--- src/rtl/wash_cycle_timer.sv ---
// -----------------------------------------------------------------------------
// wash_cycle_timer
//
// Purpose:
//   Per-phase countdown timer for a washing-machine sequencer. A 16-entry
//   duration table indexed by {mode, phase_sel} supplies the length of each
//   phase in time units; a prescaler divides clk by TICK_DIV to form the time
//   unit. The sequencer raises timer_enable, selects a phase, and receives a
//   one-cycle timer_done pulse when the programmed duration has elapsed.
//
// Parameters:
//   TICK_DIV    clk cycles per time unit (>= 2)
//   CNT_W       width of durations and of the remaining count
//   DEFAULT_DUR reset value of every duration-table entry
//
// Ports:
//   clk           system clock, rising edge
//   rst_n         asynchronous active-low reset
//   timer_enable  phase timing requested
//   phase_sel     active phase: 0 soak, 1 wash, 2 rinse, 3 spin
//   mode          program profile 0..3
//   pause         freeze the countdown (lid open / power hold)
//   cfg_we        duration-table write strobe
//   cfg_addr      table index {mode, phase}
//   cfg_data      duration written to the table
//   timer_done    one-cycle phase-complete pulse (registered)
//   remaining     time units left in the current phase (registered)
//   busy          high while loading or counting (registered)
// -----------------------------------------------------------------------------
module wash_cycle_timer #(
    parameter int TICK_DIV    = 1000,
    parameter int CNT_W       = 12,
    parameter int DEFAULT_DUR = 10
) (
    input  logic             clk,
    input  logic             rst_n,
    input  logic             timer_enable,
    input  logic [1:0]       phase_sel,
    input  logic [1:0]       mode,
    input  logic             pause,
    input  logic             cfg_we,
    input  logic [3:0]       cfg_addr,
    input  logic [CNT_W-1:0] cfg_data,
    output logic             timer_done,
    output logic [CNT_W-1:0] remaining,
    output logic             busy
);

    localparam int              PS_W    = $clog2(TICK_DIV);
    localparam logic [PS_W-1:0] PS_LAST = PS_W'(TICK_DIV - 1);

    typedef enum logic [2:0] {
        S_IDLE,
        S_LOAD,
        S_RUN,
        S_DONE,
        S_WAIT
    } state_t;

    state_t           r_state;
    state_t           w_state_next;
    logic [PS_W-1:0]  r_presc;
    logic [PS_W-1:0]  w_presc_next;
    logic [CNT_W-1:0] r_remain;
    logic [CNT_W-1:0] w_remain_next;
    logic [1:0]       r_phase;
    logic [1:0]       w_phase_next;

    logic [CNT_W-1:0] r_table [16];
    logic [CNT_W-1:0] w_load_val;

    logic             r_done;
    logic             r_busy;
    logic [CNT_W-1:0] r_remain_out;

    // Duration table. Kept in flops rather than block RAM because every entry
    // must return to DEFAULT_DUR on reset. The LOAD read below is taken
    // combinationally from the current contents, so a write landing on the
    // same edge as the LOAD is not seen until the next LOAD.
    always_ff @(posedge clk or negedge rst_n) begin
        if (!rst_n) begin
            for (int i = 0; i < 16; i++) begin
                r_table[i] <= CNT_W'(DEFAULT_DUR);
            end
        end else if (cfg_we) begin
            r_table[cfg_addr] <= cfg_data;
        end
    end

    assign w_load_val = r_table[{mode, phase_sel}];

    // State and datapath registers.
    always_ff @(posedge clk or negedge rst_n) begin
        if (!rst_n) begin
            r_state  <= S_IDLE;
            r_presc  <= '0;
            r_remain <= '0;
            r_phase  <= 2'd0;
        end else begin
            r_state  <= w_state_next;
            r_presc  <= w_presc_next;
            r_remain <= w_remain_next;
            r_phase  <= w_phase_next;
        end
    end

    // Next-state and next-datapath decode.
    always_comb begin
        w_state_next  = r_state;
        w_presc_next  = r_presc;
        w_remain_next = r_remain;
        w_phase_next  = r_phase;

        case (r_state)
            S_IDLE: begin
                w_presc_next  = '0;
                w_remain_next = '0;
                if (timer_enable) begin
                    w_state_next = S_LOAD;
                end
            end

            // LOAD always completes: enable and pause are not examined here.
            S_LOAD: begin
                w_remain_next = w_load_val;
                w_phase_next  = phase_sel;
                w_presc_next  = '0;
                w_state_next  = (w_load_val == '0) ? S_DONE : S_RUN;
            end

            S_RUN: begin
                if (!timer_enable) begin
                    w_state_next  = S_IDLE;
                    w_presc_next  = '0;
                    w_remain_next = '0;
                end else if (phase_sel != r_phase) begin
                    // Sequencer moved on: abandon this count silently.
                    w_state_next = S_LOAD;
                end else if (!pause) begin
                    if (r_presc == PS_LAST) begin
                        w_presc_next  = '0;
                        w_remain_next = r_remain - 1'b1;
                        if (r_remain == CNT_W'(1)) begin
                            w_state_next = S_DONE;
                        end
                    end else begin
                        w_presc_next = r_presc + 1'b1;
                    end
                end
            end

            S_DONE: begin
                if (!timer_enable) begin
                    w_state_next  = S_IDLE;
                    w_presc_next  = '0;
                    w_remain_next = '0;
                end else begin
                    w_state_next = S_WAIT;
                end
            end

            S_WAIT: begin
                w_remain_next = '0;
                if (!timer_enable) begin
                    w_state_next = S_IDLE;
                    w_presc_next = '0;
                end else if (phase_sel != r_phase) begin
                    w_state_next = S_LOAD;
                end
            end

            default: begin
                w_state_next  = S_IDLE;
                w_presc_next  = '0;
                w_remain_next = '0;
            end
        endcase
    end

    // Outputs are registered copies of the internal state, so they trail the
    // state by one clock. The done pulse therefore appears in the cycle after
    // the FSM leaves DONE, and busy rises one cycle after LOAD is entered.
    always_ff @(posedge clk or negedge rst_n) begin
        if (!rst_n) begin
            r_done       <= 1'b0;
            r_busy       <= 1'b0;
            r_remain_out <= '0;
        end else begin
            r_done       <= (r_state == S_DONE);
            r_busy       <= (r_state == S_LOAD) || (r_state == S_RUN);
            r_remain_out <= r_remain;
        end
    end

    assign timer_done = r_done;
    assign busy       = r_busy;
    assign remaining  = r_remain_out;

endmodule

--- config.mk ---
export PLATFORM = sky130hd
export DESIGN_NAME = wash_cycle_timer
export DESIGN_NICKNAME = d
export VERILOG_FILES = /design/src/rtl/wash_cycle_timer.sv
export SDC_FILE = /design/constraint.sdc
export NUM_CORES = 1
export LEC_CHECK = 0
export BUFFER_PORTS_ARGS = -buffer_cell sky130_fd_sc_hd__buf_2
export CAP_MARGIN = 20
export CORE_UTILIZATION = 30
export DETAILED_ROUTE_END_ITERATION = 10
export PLACE_DENSITY = 0.45
export SYNTH_ARGS = -nofsm -noshare
export SYNTH_HDL_FRONTEND = slang
export SYNTH_SLANG_ARGS = --single-unit
--- constraint.sdc ---
create_clock -name clk -period 2.35 [get_ports clk]
set_input_delay 0 -clock clk [delete_from_list [all_inputs] [get_ports clk]]
set_output_delay 0 -clock clk [all_outputs]
set_load 0.02 [all_outputs]
# ---- After elaboration in Yosys (flattened, before gate mapping)
# Cells that the tools add are included.
# W data, S select, Z words.
dict set report totals {
  ramBits 0
  mem_count 0
  rom_bits 0
  word_cells 84
  in_bits 25
  out_inout_bits 14
  latchBits 0
  ff_bits 233
}
dict set report op_classes {
  n_shift 0
  n_addsub 2
  n_mux 29
  mul 0
  bitwise 2
  n_eq_ne 17
  reduce_logical 8
  n_div 0
  magnitude_cmp 3
}
# op count
set op_table {}
lappend op_table {{$bwmux W192} 1}
lappend op_table {{$mux W12} 8}
lappend op_table {{$mux W10} 5}
lappend op_table {{$bmux W12 S4} 1}
lappend op_table {{$demux W12 S4} 1}
lappend op_table {{$pmux W12 S3} 1}
lappend op_table {{$mux W3} 9}
lappend op_table {{$pmux W10 S2} 1}
lappend op_table {{$pmux W3 S5} 1}
lappend op_table {{$eq A12 B1 Y1 const B} 1}
lappend op_table {{$logic_not A12 Y1} 1}
lappend op_table {{$ne A3 B3 Y1 const B} 4}
lappend op_table {{$ne A4 B4 Y1 const B} 3}
lappend op_table {{$sub A12 B1 Y12 const B} 1}
lappend op_table {{$add A10 B1 Y10 const B} 1}
lappend op_table {{$eq A10 B10 Y1 const B} 1}
lappend op_table {{$ge A5 B5 Y1 const B} 2}
lappend op_table {{$not A4 Y5} 2}
lappend op_table {{$eq A3 B2 Y1 const B} 2}
lappend op_table {{$ne A2 B2 Y1 const B} 3}
lappend op_table {{$lt A5 B1 Y1 const B} 1}
lappend op_table {{$reduce_and A5 Y1} 1}
lappend op_table {{$reduce_and A4 Y1} 1}
lappend op_table {{$eq A3 B1 Y1 const B} 1}
lappend op_table {{other kinds (8)} 8}

# ---- Logic depth before layout (Yosys ltp)
dict set report depth {
  ltp_word 7
  mapped_depth 9
}

# ---- Least setup slack after synthesis
# Ideal clock, no wire load.
dict set report synth_timing {
  path_type {register to register}
  startpoint {reg r_table[169] (netlist bit)}
  endpoint {reg r_state[0]}
  t_required_ns 2.283
  path_slack_ns 0.257
  setup_time_ns 0.067
  stages_incl_launch_ff 7
  n_path_buf 0
  arrival_ns 2.027
  cell_sequence {dfstp_2 -> mux4_1 -> a22oi_1 -> nand2_1 -> or4_1 -> nor4_1 -> a41o_1}
}
dict set report synth_via {
  elab_chain_len 6
}
# item line_no
set synth_rtl {}
lappend synth_rtl {{from (decl)} 69} ;# logic [CNT_W-1:0] r_table [16];
lappend synth_rtl {{from (signal, indexed assignment)} 83} ;# r_table[i] <= CNT_W'(DEFAULT_DUR);
lappend synth_rtl {{from (signal, indexed assignment)} 86} ;# r_table[cfg_addr] <= cfg_data;
lappend synth_rtl {{$bmux W12 S4} 90} ;# assign w_load_val = r_table[{mode, phase_sel}];
lappend synth_rtl {{$mux W12 (not written as such) (2 in series)} 90}
lappend synth_rtl {{$logic_not A12 Y1} 128} ;# w_state_next = (w_load_val == '0) ? S_DONE : S_RUN;
lappend synth_rtl {{$mux W1} 128}
lappend synth_rtl {{$pmux W3 S5} 114} ;# case (r_state)
lappend synth_rtl {{to (signal assigned)} 100} ;# r_state <= w_state_next;
lappend synth_rtl {{to (decl)} 60} ;# state_t r_state;
# No other way between the ends. The select of a mux whose other input is x is not followed.
# A chain may end at the register's enable or synchronous reset.

# ---- Worst setup path in the final report
# Ends and elaborated chain as after synthesis.

==> results by group <==
Outcome
  – Status: finished clean

Route
  – Iter 0 DRT Violations: 230
  – DR pass1 iterations: 7
  – Final ANT Viol Nets: 0
  – Vias per cell: around 5.0
  – WL final: ~27 mm
  – Vias: 6,473
  – # DRC: 0
  – Wire per inst: between 20 and 25 um

Floorplan
  – # IOs: 39
  – Initial core utilization: a little under a third
  – Die Span Y: 190 um
  – Die width: 190 um
  – FP Rows: 68
  – DIE AREA: 36,000 sq um
  – CORE AREA: 34,600 sq um

Worst setup path
  – Crit start category: register
  – Critical Path End Type: register
  – Worst endpoint required time: 2.80 ns
  – Crit path DAT: ~2.8 ns
  – WS Path Type: reg -> reg
  – Crit path max fanout: 2

Clock tree
  – CTS Root Cell: clkbuf_16
  – CTS tree: built
  – CTS clk-pin slew, worst paths: 0.06 ns
  – CTS H-tree depth: 1
  – Clock sinks: between 200 and 250
  – Clk_lat worst skew: approximately 0.52 ns
  – TritonCTS buffer count: 26
  – Max Buffers Root-to-Sink: 3

STA
  – Final-report max-slew violation count: 0
  – Period utilization: 98.0%
  – Relative slew slack: 40.1%
  – Final Critical Period: between 2 and 2.5 ns
  – Actual slew at the worst max-slew pin: 0.899 ns
  – Final Hold Fails: 0
  – Max Freq: 434 MHz
  – Fin Clk Skew: 0.00435 ns
  – Finish-stage setup viols: 0
  – Setup TNS: 0 ns

Layout
  – Number of diodes: 0
  – Share of layout cells above drive strength 1: 48.9%
  – Non-filler instance count after layout: 1,285
  – Layout Utilization: 36.4%
  – Syn-to-layout area delta: 19.3%
  – Final Net Count: 840

Power and ir drop
  – P_leak: 0.00539 uW
  – Power density over the cells: slightly below 1000 nW/um^2
  – Max IR drop VDD: 580 uV
  – Power Total: 12,500 uW

Logic synthesis
  – Async S/R FF share, synth: 100%
  – #FFs+latches synth: 233
  – Cell area after synthesis: 10,600 sq um
  – Seq/Total Area, Yosys: 55.5%
  – Primary FF master, synth: dfrtp_1
  – Synth cell types: 41
  – Post-synth top cells: dfrtp_1, mux2_2, clkbuf_1
  – Syn nets: ~760
  – Largest area contributor in the synthesized netlist: dfrtp_1
  – Post-synth EDFFs: 0
  – Yosys warns: 0
  – Cell count after synthesis: 730
  – Mean Syn Cell Area: ~14 sq um
  – Most frequent cell after synthesis: dfrtp_1
  – Share of the synthesized area in the top cell type: 47.6%
  – Top post-synthesis cells by area: dfrtp_1, mux2_2, mux4_2, dfstp_2, mux4_1

Place
  – I/O Buffers: 38
  – Dpl hpwl: roughly 18 mm
  – GPL Wtd Cong: 0.792
  – Inst Count DP: 1,223

GRT
  – First-pass GRT wire length: 42.2 mm
  – GRT Util Overall: ~15%
  – Vias in the first global route: 7,059
  – Initial antenna violation count: 1
  – Largest net degree at the start of global routing: 89
  – Grt ovf: 0

Job
  – Max-cap viol count: 0

Min path
  – Hold WC Path Type: in -> async
==> metal layers <==
layer	GRT usage, %	share of wire [%]	vias up
met5	0	0.049	-
li1	-	-	2873
met4	4.96	3.3	2
met1	19.4	43	3420
met2	26.9	51	124
met3	2.05	3.2	54
==> cells by family (layout without fill, tap and decap cells) <==
kind of cell | count (synthesis) | after routing | synth area share (%)
multiplexers | 243 | 243 | 31.3
flip-flops | 233 | 233 | 55.5
AND/OR/NAND/NOR | 108 | 108 | 5.07
AO/OA/AOI/OAI | 77 | 77 | 4.63
buffers and inverters | 56 | 156 | 2.26
XOR/XNOR | 10 | 10 | 0.829
adder cells (fa/ha/maj) | 3 | 3 | 0.355
==> power by group <==
part	switching [uW]	internal, uW
Clock	1610	2530
Combinational	1290	1440
Sequential	522	5080
==> path summary, 6_finish.rpt <==
kind,depth (start not counted),slack (ns),from,end
min reg2reg,0,0.40,r_remain[11]$_DFFE_PN0P_,remaining[11]$_DFF_PN0_
min in group clk,5,0.07,pause,r_state[0]$_DFFE_PN0P_
min,2,0.06,rst_n,r_presc[3]$_DFFE_PN0P_
max reg2reg,6,0.05,r_table[169]$_DFFE_PN1P_,r_state[0]$_DFFE_PN0P_
max,6,0.05,r_table[169]$_DFFE_PN1P_,r_state[0]$_DFFE_PN0P_
max in group asynchronous,3,1.43,rst_n,r_table[157]$_DFFE_PN1P_
==> flip-flops by register name (all words and copies together) (netlist names) <==
register / flops
r_remain: 12
r_table: 192
remaining: 12
r_phase: 2
busy: 1
r_presc: 10
r_state: 3
timer_done: 1
==> final cells by class <==
class | count | area, sq um
multi-input cells | 441 | 4500
fillers | 3269 | 22000
repair buffers | 103 | 763
inverters | 7 | 26.3
clock buffers | 33 | 738
flip-flops and latches | 233 | 5870
clock inverters | 13 | 143
well taps | 455 | 569
==> what timing repair did <==
item / 4_1_cts / 5_1_grt
hold buffers: 14 / 0
gates resized for setup: 2 / 5
pin swaps: 0 / 5
buffers inserted: 0 / 2
endpoints found under the hold margin: 286 / 0
setup endpoints to repair: 1 / 1
cloned: 0 / 0
==> critical path, stage by stage (launching register included) <==
cell and delay [ns]:
dfstp_2 0.36, mux4_1 0.48, a22oi_1 0.22, nand2_1 0.12
or4_4 0.59, nor4_4 0.28, a41o_1 0.19
==> per-stage QoR <==
stage                     hold slack, ns  setup WS [ns]  area (sq um)
final                             0.0622         0.0474         12600
after floorplan                   -0.296          0.257         10600
after global placement            0.0347        -0.0573         11500
after global routing              0.0769        -0.0360         12600
after detailed placement          0.0503        -0.0762         11500
after CTS                         0.0403        0.00693         12600
==> placed cells by master, fill, tap and decap left out, drive strengths merged, types with 7 or more instances in the layout <==
| master | count |
|---|---|
| clkbuf | 33 |
| a21oi | 16 |
| dfrtp | 201 |
| buf | 89 |
| nand3 | 8 |
| nand2b | 7 |
| a22oi | 29 |
| inv | 7 |
| xor2 | 9 |
| dlygate4sd3 | 14 |
| nand2 | 19 |
| nor3 | 7 |
| o21ai | 22 |
| mux2 | 195 |
| dfstp | 32 |
| clkinv | 9 |
| nor2 | 35 |
| mux4 | 48 |
No activity file was read; power rests on OpenSTA's default activity.
